==> src/rtl/fly_formation_ctrl.sv <==
// fly_formation_ctrl: 17-fly formation march, kills, wave clear and respawn; FLY_SPEEDUP_EN scales move rate with survivors
module fly_formation_ctrl #(
  parameter int ORIGIN_X       = 64,
  parameter int ORIGIN_Y       = 40,
  parameter int SPACING_X      = 32,
  parameter int SPACING_Y      = 24,
  parameter int STEP_X         = 2,
  parameter int DROP_Y         = 8,
  parameter int MOVE_DIV       = 4,
  parameter int MAX_OFFSET_X   = 256,
  parameter int MAX_OFFSET_Y   = 200,
  parameter int RESPAWN_FRAMES = 60
) (
  input  logic         clk,
  input  logic         rst_n,
  input  logic         start,
  input  logic         frame_tick,
  input  logic         hit_valid,
  input  logic [4:0]   hit_idx,
  output logic         hit_ready,
  output logic [169:0] fly_x_flat,
  output logic [169:0] fly_y_flat,
  output logic [16:0]  fly_alive_flat,
  output logic [4:0]   alive_count,
  output logic         wave_clear
);
  localparam int N = 17;
  localparam int DW = $clog2(MOVE_DIV + 1);
  localparam int CW = $clog2(RESPAWN_FRAMES + 1);
  typedef enum logic [1:0] {IDLE, RUN, CLEAR} state_t;
  state_t state, state_n;
  logic [9:0] off_x, off_x_n, off_y, off_y_n;
  logic dir, dir_n;
  logic [DW-1:0] div_cnt, div_cnt_n;
  logic [CW-1:0] clr_cnt, clr_cnt_n;
  logic [N-1:0] alive_n;
  logic [4:0] count_n;
  logic wave_clear_n, kill, move, edge_hit, respawn;
  int eff_div;
`ifdef FLY_SPEEDUP_EN
  localparam int D2 = (MOVE_DIV >> 1) < 1 ? 1 : (MOVE_DIV >> 1);
  localparam int D4 = (MOVE_DIV >> 2) < 1 ? 1 : (MOVE_DIV >> 2);
  assign eff_div = alive_count > 5'd8 ? MOVE_DIV : alive_count > 5'd2 ? D2 : D4;
`else
  assign eff_div = MOVE_DIV;
`endif
  assign hit_ready = state == RUN;
  assign kill = hit_valid && hit_ready && hit_idx < 5'(N) && fly_alive_flat[hit_idx];
  assign move = state == RUN && frame_tick && int'(div_cnt) >= eff_div - 1;
  assign edge_hit = dir ? off_x < 10'(STEP_X) : int'(off_x) + STEP_X > MAX_OFFSET_X;
  assign respawn = (state == IDLE && start) ||
                   (state == CLEAR && frame_tick && int'(clr_cnt) == RESPAWN_FRAMES - 1);
  always_comb begin
    state_n = state;
    off_x_n = off_x;
    off_y_n = off_y;
    dir_n = dir;
    div_cnt_n = div_cnt;
    clr_cnt_n = clr_cnt;
    alive_n = fly_alive_flat;
    count_n = alive_count;
    wave_clear_n = 1'b0;
    if (respawn) begin
      state_n = RUN;
      off_x_n = '0;
      off_y_n = '0;
      dir_n = 1'b0;
      div_cnt_n = '0;
      clr_cnt_n = '0;
      alive_n = '1;
      count_n = 5'(N);
    end else if (state == CLEAR && frame_tick) begin
      clr_cnt_n = clr_cnt + 1'b1;
    end else if (state == RUN) begin
      if (frame_tick) div_cnt_n = move ? '0 : div_cnt + 1'b1;
      // a bounce drops the formation instead of moving it sideways
      if (move && edge_hit) begin
        dir_n = !dir;
        off_y_n = int'(off_y) + DROP_Y > MAX_OFFSET_Y ? 10'(MAX_OFFSET_Y) : off_y + 10'(DROP_Y);
      end else if (move) begin
        off_x_n = dir ? off_x - 10'(STEP_X) : off_x + 10'(STEP_X);
      end
      if (kill) begin
        alive_n = fly_alive_flat & ~(N'(kill) << hit_idx);
        count_n = alive_count - 1'b1;
        state_n = alive_count == 5'd1 ? CLEAR : RUN;
        wave_clear_n = alive_count == 5'd1;
        clr_cnt_n = '0;
      end
    end
  end
  always_ff @(posedge clk or negedge rst_n) begin
    if (!rst_n) begin
      state <= IDLE;
      off_x <= '0;
      off_y <= '0;
      dir <= 1'b0;
      div_cnt <= '0;
      clr_cnt <= '0;
      fly_alive_flat <= '0;
      alive_count <= '0;
      wave_clear <= 1'b0;
    end else begin
      state <= state_n;
      off_x <= off_x_n;
      off_y <= off_y_n;
      dir <= dir_n;
      div_cnt <= div_cnt_n;
      clr_cnt <= clr_cnt_n;
      fly_alive_flat <= alive_n;
      alive_count <= count_n;
      wave_clear <= wave_clear_n;
    end
  end
  for (genvar i = 0; i < N; i++) begin : g_pos
    assign fly_x_flat[10*i +: 10] = 10'(ORIGIN_X + (i % 6) * SPACING_X) + off_x;
    assign fly_y_flat[10*i +: 10] = 10'(ORIGIN_Y + (i / 6) * SPACING_Y) + off_y;
  end
endmodule

==> config.mk <==
export PLATFORM = sky130hd
export DESIGN_NAME = fly_formation_ctrl
export DESIGN_NICKNAME = d
export VERILOG_FILES = /design/src/rtl/fly_formation_ctrl.sv
export SDC_FILE = /design/constraint.sdc
export NUM_CORES = 1
export LEC_CHECK = 0
export CAP_MARGIN = 25
export CORE_AREA = 5 5 141 143
export CTS_BUF_LIST = sky130_fd_sc_hd__clkbuf_8
export CTS_CLUSTER_DIAMETER = 200
export DETAILED_ROUTE_END_ITERATION = 10
export DIE_AREA = 0 0 146 148
export GPL_ROUTABILITY_DRIVEN = 0
export PLACE_DENSITY_LB_ADDON = 0.15
export SLEW_MARGIN = 20
export SYNTH_ARGS = -nofsm -noshare
export SYNTH_HDL_FRONTEND = slang
export SYNTH_SLANG_ARGS = --single-unit
==> constraint.sdc <==
create_clock -name clk -period 4.64 [get_ports clk]
set_input_delay 0.928 -clock clk [delete_from_list [all_inputs] [get_ports clk]]
set_output_delay 0.928 -clock clk [all_outputs]
set_load 0.05 [all_outputs]
Word-level counts from Yosys, hierarchy flattened
Index checks and enable logic that the tools add are counted.

cells by class
  add/sub/neg operators = 17
  multiply operators = 0
  div/mod/pow operators = 0
  order comparisons = 6
  equal/unequal tests = 6
  shift-type cells = 1
  multiplexer cells = 44
  bitwise gates (word level) = 2
  reduce and logical (&&, ||, !) cells = 24

operators by type and width
  cell                                                          number
  2-to-1 mux 10 bit                                             11
  2-to-1 mux 17 bit                                             4
  adder 7 x 10 -> 10 bit (first input constant)                 4
  adder 8 x 10 -> 10 bit (first input constant)                 4
  2-to-1 mux 6 bit                                              4
  2-to-1 mux 5 bit                                              4
  bitwise AND 17 bit                                            1
  NOT 17 bit                                                    1
  left shift 1 x 5 -> 17 bit                                    1
  2-to-1 mux 3 bit                                              5
  adder 10 x 2 -> 11 bit (second input constant)                1
  adder 10 x 4 -> 11 bit (second input constant)                1
  > comparator 11 x 8 -> 1 bit (second input constant)          1
  > comparator 11 x 9 -> 1 bit (second input constant)          1
  adder 10 x 2 -> 10 bit (second input constant)                1
  adder 10 x 4 -> 10 bit (second input constant)                1
  adder 6 x 10 -> 10 bit (first input constant)                 1
  less-than comparator 10 x 2 -> 1 bit (second input constant)  1
  2-to-1 mux 1 bit                                              10
  2-to-1 mux 2 bit                                              5
  nonzero test 2 bit                                            5
  subtractor 10 x 2 -> 10 bit (second input constant)           1
  logical AND 1 bit                                             9
  AND reduction 3 bit                                           3
  other kinds (18)                                              20

storage, ports and cells
  bits in registers = 55
  bits in latches = 0
  bits in writable memories = 0
  memory bits (read-only) = 0
  output and inout bits = 364
  memories = 0

Depth between registers and ports, before layout
Gate-level depths: netlist (run 1).

  depth in word-level cells = 11
  mapped depth = 11

Worst setup path after synthesis (run 1)
OpenSTA, ideal clock, no wires.

  path type = register to output
  start point = reg off_x[5]
  end point = out fly_x_flat[117]
  data arrival time = 3243 ps
  required time = 3712 ps
  setup slack = 469 ps
  stages on the path, launching flop included = 7
  path buffers = 2
  cell sequence = dfrtp_1 buf_2 inv_1 ha_1 xnor2_1 inv_1 buf_4

on the way
  cells in the longest elaborated chain, start to end = 1

RTL lines
  item                    RTL line  text
  from (decl)             32        logic [9:0] off_x, off_x_n, off_y, off_y_n;
  from (signal assigned)  105       off_x <= off_x_n;
  adder 8 x 10 -> 10 bit  --
  to (decl)               21        output logic [169:0] fly_x_flat,

No other way between the ends.

Worst setup path in the final report (run 1)
  start point = reg off_y[3]
  end point = out fly_y_flat[9]

on the way
  cells in the longest elaborated chain, start to end = 1

RTL lines
  item                    RTL line  text
  from (decl)             32
  from (signal assigned)  106       off_y <= off_y_n;
  adder 6 x 10 -> 10 bit  117       assign fly_y_flat[10*i +: 10] = 10'(ORIGIN_Y + (i / 6) * SPACING_Y) + off_y;
  to (decl)               22        output logic [169:0] fly_y_flat,

No other way between the ends.

==> impl_metrics.ini, run 1 <==
[status]
status = finished, final reports clean

[setup_path]
startpoint_type = flip-flop
critPathSlowestCell = clkdlybuf4s50_1
cp_slowest_stage_delay_ns = 0.91
crit_required_ns = 3.71
timing.critical_path.max_delay_family = buffers and inverters
worstPathArrival_ns = 3.04
path_depth = 5
r2r_cells = 7
crit_fanout = 15
worstPathCellList = ha_1 > o21ai_0 > or2_2 > xnor2_1 > clkdlybuf4s50_1
crit_buf_inv = 1
path_class = reg -> out
setup.worst_path.end_class = output pin

[hold_path]
whs_path_depth = 1
min-delay-path-class = reg -> reg

[floorplanning]
io_pins = 374
die_width_um = 146
placementRows = 50
start_util_pct = 31.6
dieArea_sq_um = 21600
die_h_um = 148
placeableCoreArea_sq_um = 18500

[cts]
cts_setup_buffers = 0
clockBufferDepth = 2
clock-sinks = 51
hold_buffers = 0
cts-buffers-inserted = 5
clk_latency_ns = 0.31
cts_root_buf = clkbuf_8
cts_resized = 0
cts.clk_slew.worst_paths_ns = 0.09
cts_max_level = 2
cts_tree = done

[power_and_ir_drop]
p_total_mw = 1.56
switching_share_pct = 45.6
clock_power_share_pct = 19.8
powerDensity_nw_per_um2 = 218
leakage_nw = 2.99
switching_power_mw = 0.709
p_comb_share_pct = 44.5
ir_drop_mv = 0.144
p_int_mw = 0.847
seqPwrFrac_pct = 35.8

[synth]
synth-edff-count = 0
synthTopCellsByArea = buf_4 (39%), dfrtp_1 (22%), ha_1 (4.5%)
netlist_area_sq_um = 5840
synth_cell_types = 65
yosys_most_used_dff = dfrtp_1
async_flop_share_pct = 100
synth_top_cell_area_share_pct = 38.7
yosysSeqAreaShare_pct = 21.9
yosys.area.top_type = buf_4
yosys_warnings = 0
ys_ff_latch = 51
avgSynthCellArea_sq_um = 8.38
syn_inst = 696

[placed_design]
place_hpwl_um = 12100
io_buffers = 305
placed_cells = 975
post_dp_cell_area_sq_um = 7040
post-place-ws_ns = 0.958

[timing]
relSlewSlack_pct = 46.1
period_share_pct = 85.5
timing.final.ws_setup_ns = 0.675
period_minus_slack_ns = 3.97
max_slew.worst_pin.slew_ns = 0.808
rsz0062_at_grt = false
hold_viol = 0
skew_ns = 0.0135
timing.hold.ws_ns = 0.530
fmax_ghz = 0.252
drv_slew = 0
fin_tns_setup_ns = 0
setup_viol = 0

[finish]
n_fill_cell = 1825
fin_area_sq_um = 7150
area_growth_pct = 22.5
layout-drive-gt1-share_pct = 4.41
post-route-util_pct = 38.7
finalNonFillerCells = 982
final_cell_mix = clkdlybuf4s50_1 (304), conb_1 (68), dfrtp_1 (51), nand2_1 (41), inv_1 (24)
num-nets-final = 779
final_common_cell = clkdlybuf4s50_1
antennaDiodeCount = 0

[detailed_routing]
drtIter0Drc = 227
routed_via_density = 4.35
vias = 4271
final_antenna_net_count = 0
postRouteWirelength_um = 14900
drtPass1Iterations = 4
wl_per_cell_um = 15.1
drc = 0

[flow_run]
drv_cap = 0

[global_routing]
gr-total-overflow = 0
grt_pass1_wl_um = 22600
antenna_found_initial = 0
grt_max_degree = 39
grt_pass1_vias = 4047
track_usage_pct = 12.5
[Yosys cell counts, drive strengths merged, types with 2 or more instances]
| master | number |
|---|---|
| o21a | 2 |
| dfrtp | 51 |
| or3 | 7 |
| nor2 | 20 |
| nand2 | 41 |
| nand2b | 5 |
| or2 | 5 |
| nor2b | 4 |
| mux2 | 4 |
| o21ai | 24 |
| nand3b | 2 |
| and2 | 4 |
| and3 | 4 |
| a311o | 2 |
| nor4 | 2 |
| nor3 | 9 |
| ha | 21 |
| mux4 | 2 |
| a31oi | 9 |
| a31o | 3 |
| o211ai | 5 |
| nand4 | 8 |
| a2111oi | 5 |
| nand3 | 16 |
| xnor2 | 23 |
| nor4b | 3 |
| a21oi | 18 |
| buf | 316 |
| o31ai | 8 |
| o221a | 2 |
| a2bb2oi | 2 |
| inv | 24 |
| mux2i | 8 |
| and4 | 2 |
| xor2 | 5 |
| clkbuf | 14 |
[sequential cells by signal, summed over array words and instances (netlist names)]
signal and count:
wave_clear 1, div_cnt 3, dir 1, off_y 7, state 2, alive_count 5, off_x 9, clr_cnt 6
fly_alive_flat 17
[worst register-to-register path, delay by kind of cell (launching register included)]
kind | cells | cell delay (ns)
flops | 1 | 0.87
simple gates | 2 | 0.87
compound gates | 3 | 0.66
fa+ha+maj | 1 | 0.35
mux | 1 | 0.34
[cells by family (layout without fill, tap and decap cells)]
logic type	count (synthesis)	in the layout	synth area share, %
AOI/OAI and AO/OA	89	89	10.7
xor gates and xnor gates	28	28	4.20
adders and majority gates	21	21	4.50
buffers and inverters	354	339	42.8
DFF	51	51	21.9
muxes	14	14	2.92
other	1	68	0.0643
and+or+nand+nor	138	138	12.9
[layout make-up]
type                            count  area, sq um  share of cell area, %
Multi-Input combinational cell    358         2310                   32.3
Sequential cell                    51         1280                   17.9
Tap cell                          234          293                   4.10
Clock buffer                        5         68.8                  0.963
Timing Repair Buffer              308         3070                   43.0
Clock inverter                      2         37.5                  0.525
Inverter                           24         90.1                   1.26
[power by group through the flow]
stage | clock (mW) | sequential, mW | combinational (mW)
floorplan | 0 | 0.643 | 0.498
global placement | 0 | 0.564 | 0.692
detailed placement | 0 | 0.565 | 0.696
CTS | 0.325 | 0.556 | 0.698
global route | 0.339 | 0.565 | 0.734
finish | 0.307 | 0.556 | 0.692
[worst paths after layout]
check,slack (ns),to,from
setup / recovery,0.67,fly_y_flat[9],off_y[3]$_DFFE_PN0P_
hold / removal,0.53,alive_count[3]$_DFFE_PN0P_,alive_count[3]$_DFFE_PN0P_
setup reg to reg,1.45,off_y[6]$_DFFE_PN0P_,off_x[1]$_DFFE_PN0P_
hold reg to reg,0.53,alive_count[3]$_DFFE_PN0P_,alive_count[3]$_DFFE_PN0P_
max in group asynchronous,3.28,off_x[9]$_DFFE_PN0P_,rst_n
min in group asynchronous,0.54,state[0]$_DFFE_PN0P_,rst_n
[per-layer routing]
metal	vias up	track usage (%)	share of wire, %
met5	-	0	0
met4	0	2.02	0.59
met3	6	3.40	8.3
met2	192	24.2	54
met1	2030	13.9	37
li1	2043	-	-
No activity file was read; power rests on OpenSTA's default activity.
==> run 2: changes to the inputs <==
==> constraint.sdc (replaced) <==
create_clock -name clk -period 4.64 [get_ports clk]
set_input_delay 0.696 -clock clk [delete_from_list [all_inputs] [get_ports clk]]
set_output_delay 0.696 -clock clk [all_outputs]
set_load 0.05 [all_outputs]
==> impl_metrics.ini, run 2 (synthesis gave the netlist of run 1 again) <==
[detailed_routing]
drc = 0
routed_via_density = 4.35
wl_per_cell_um = 15.3
final_antenna_net_count = 0
vias = 4269
postRouteWirelength_um = 15100
drtIter0Drc = 209
drtPass1Iterations = 4

[finish]
top_register = fly_alive_flat
top_regs = fly_alive_flat: 17 flops, off_x: 9 flops, off_y: 7 flops
area_growth_pct = 22.2
final_cell_mix = clkdlybuf4s50_1 (304), conb_1 (68), dfrtp_1 (51), nand2_1 (41), inv_1 (24)
fin_area_sq_um = 7130
num-nets-final = 778
antennaDiodeCount = 0
finalNonFillerCells = 982
final_common_cell = clkdlybuf4s50_1
layout-drive-gt1-share_pct = 4.41
post-route-util_pct = 38.7
largest_register_ff_count = 17

[cts]
cts.clk_slew.worst_paths_ns = 0.11
cts_tree = done
clock-sinks = 51
hold_buffers = 0
cts_root_buf = clkbuf_8
clockBufferDepth = 2
cts_setup_buffers = 0
clk_latency_ns = 0.33
cts_resized = 0
cts_max_level = 2
cts-buffers-inserted = 5

[setup_path]
setup.worst_path.end_class = output pin
timing.critical_path.max_delay_family = buffers and inverters
worstPathCellList = inv_1 > ha_1 > inv_1 > nand2_1 > xnor2_1 > clkdlybuf4s50_1
startpoint_type = flip-flop
r2r-start = off_x[1]$_DFFE_PN0P_
crit_fanout = 21
crit_buf_inv = 3
crit_top_cell = inv_1
cp_slowest_stage_delay_ns = 0.86
crit_start = off_x[5]$_DFFE_PN0P_
crit_required_ns = 3.94
critPathSlowestCell = clkdlybuf4s50_1
r2r_slack_ns = 1.44
worstPathArrival_ns = 3.06
path_class = reg -> out

[timing]
drv_slew = 0
timing.hold.ws_ns = 0.477
timing.final.ws_setup_ns = 0.885
fin_tns_setup_ns = 0
skew_ns = 0.00637
setup_viol = 0
relSlewSlack_pct = 44.3
period_share_pct = 80.9
rsz0062_at_grt = false
fmax_ghz = 0.266
max_slew.worst_pin.slew_ns = 0.832
hold_viol = 0
period_minus_slack_ns = 3.75

[power_and_ir_drop]
p_total_mw = 1.55
powerDensity_nw_per_um2 = 218
ir_drop_mv = 0.159
leakage_nw = 2.99

[floorplanning]
dieArea_sq_um = 21600
io_pins = 374
start_util_pct = 31.6
placementRows = 50
placeableCoreArea_sq_um = 18500
die_h_um = 148
die_width_um = 146

[global_routing]
grt_pass1_wl_um = 22800
track_usage_pct = 12.6
grt_max_degree = 52
grt_pass1_vias = 4054
gr-total-overflow = 0
antenna_found_initial = 0

[status]
status = finished, final reports clean

[placed_design]
post_dp_cell_area_sq_um = 7030
place_hpwl_um = 11900
placed_cells = 974
post-place-ws_ns = 1.14
io_buffers = 305

[hold_path]
min-delay-path-class = in -> async

[flow_run]
drv_cap = 0
-- run 2: cell count changes in the layout (fill, tap and decap cells not counted) --
cell	before	now
inv_8	0	2
buf_4	3	2
bufinv_16	1	0
clkinvlp_4	1	0
inv_6	0	1
-- run 2: worst paths after layout --
check | end | depth (start not counted)
setup reg to reg | off_x[6]$_DFFE_PN0P_ | 8
hold / removal | state[1]$_DFFE_PN0P_ | 2
setup / recovery | fly_x_flat[79] | 6
hold reg to reg | clr_cnt[5]$_DFFE_PN0P_ | 1
max in group asynchronous | off_y[5]$_DFFE_PN0P_ | 2
min in group clk | clr_cnt[5]$_DFFE_PN0P_ | 1
-- run 2: worst register-to-register path, cell delays in order, from the launching register on --
cell and delay (ns):
dfrtp_1 0.87, ha_1 0.33, and3_1 0.40, nand4_4 0.14, a2111oi_4 0.47, o31ai_2 0.18, buf_4 0.24, or3_1 0.35
a21oi_1 0.15
-- run 2: where the power goes --
group,leakage [nW],switching (mW),total (mW),internal [mW]
clock,0.0526,0.187,0.303,0.116
sequential,0.688,0.0581,0.555,0.497
combinational,2.25,0.502,0.694,0.192
total,2.99,0.747,1.55,0.805
-- run 2: metal layers --
metal | routed length [um] | GRT usage, % | vias to the layer above | part of all wire, %
li1 | - | - | 2041 | -
met4 | 110 | 2.54 | 0 | 0.73
met2 | 8010 | 24.6 | 195 | 53
met1 | 5820 | 13.8 | 2024 | 39
met5 | 0 | 0 | - | 0
met3 | 1110 | 3.22 | 9 | 7.3
-- run 2: final cells by class --
cell class / instances / area (sq um)
Clock buffer: 5 / 68.8
Clock inverter: 3 / 31.3
Fill cell: 1832 / 11300
Inverter: 24 / 90.1
Multi-Input combinational cell: 358 / 2310
Sequential cell: 51 / 1280
Tap cell: 234 / 293
Timing Repair Buffer: 307 / 3060
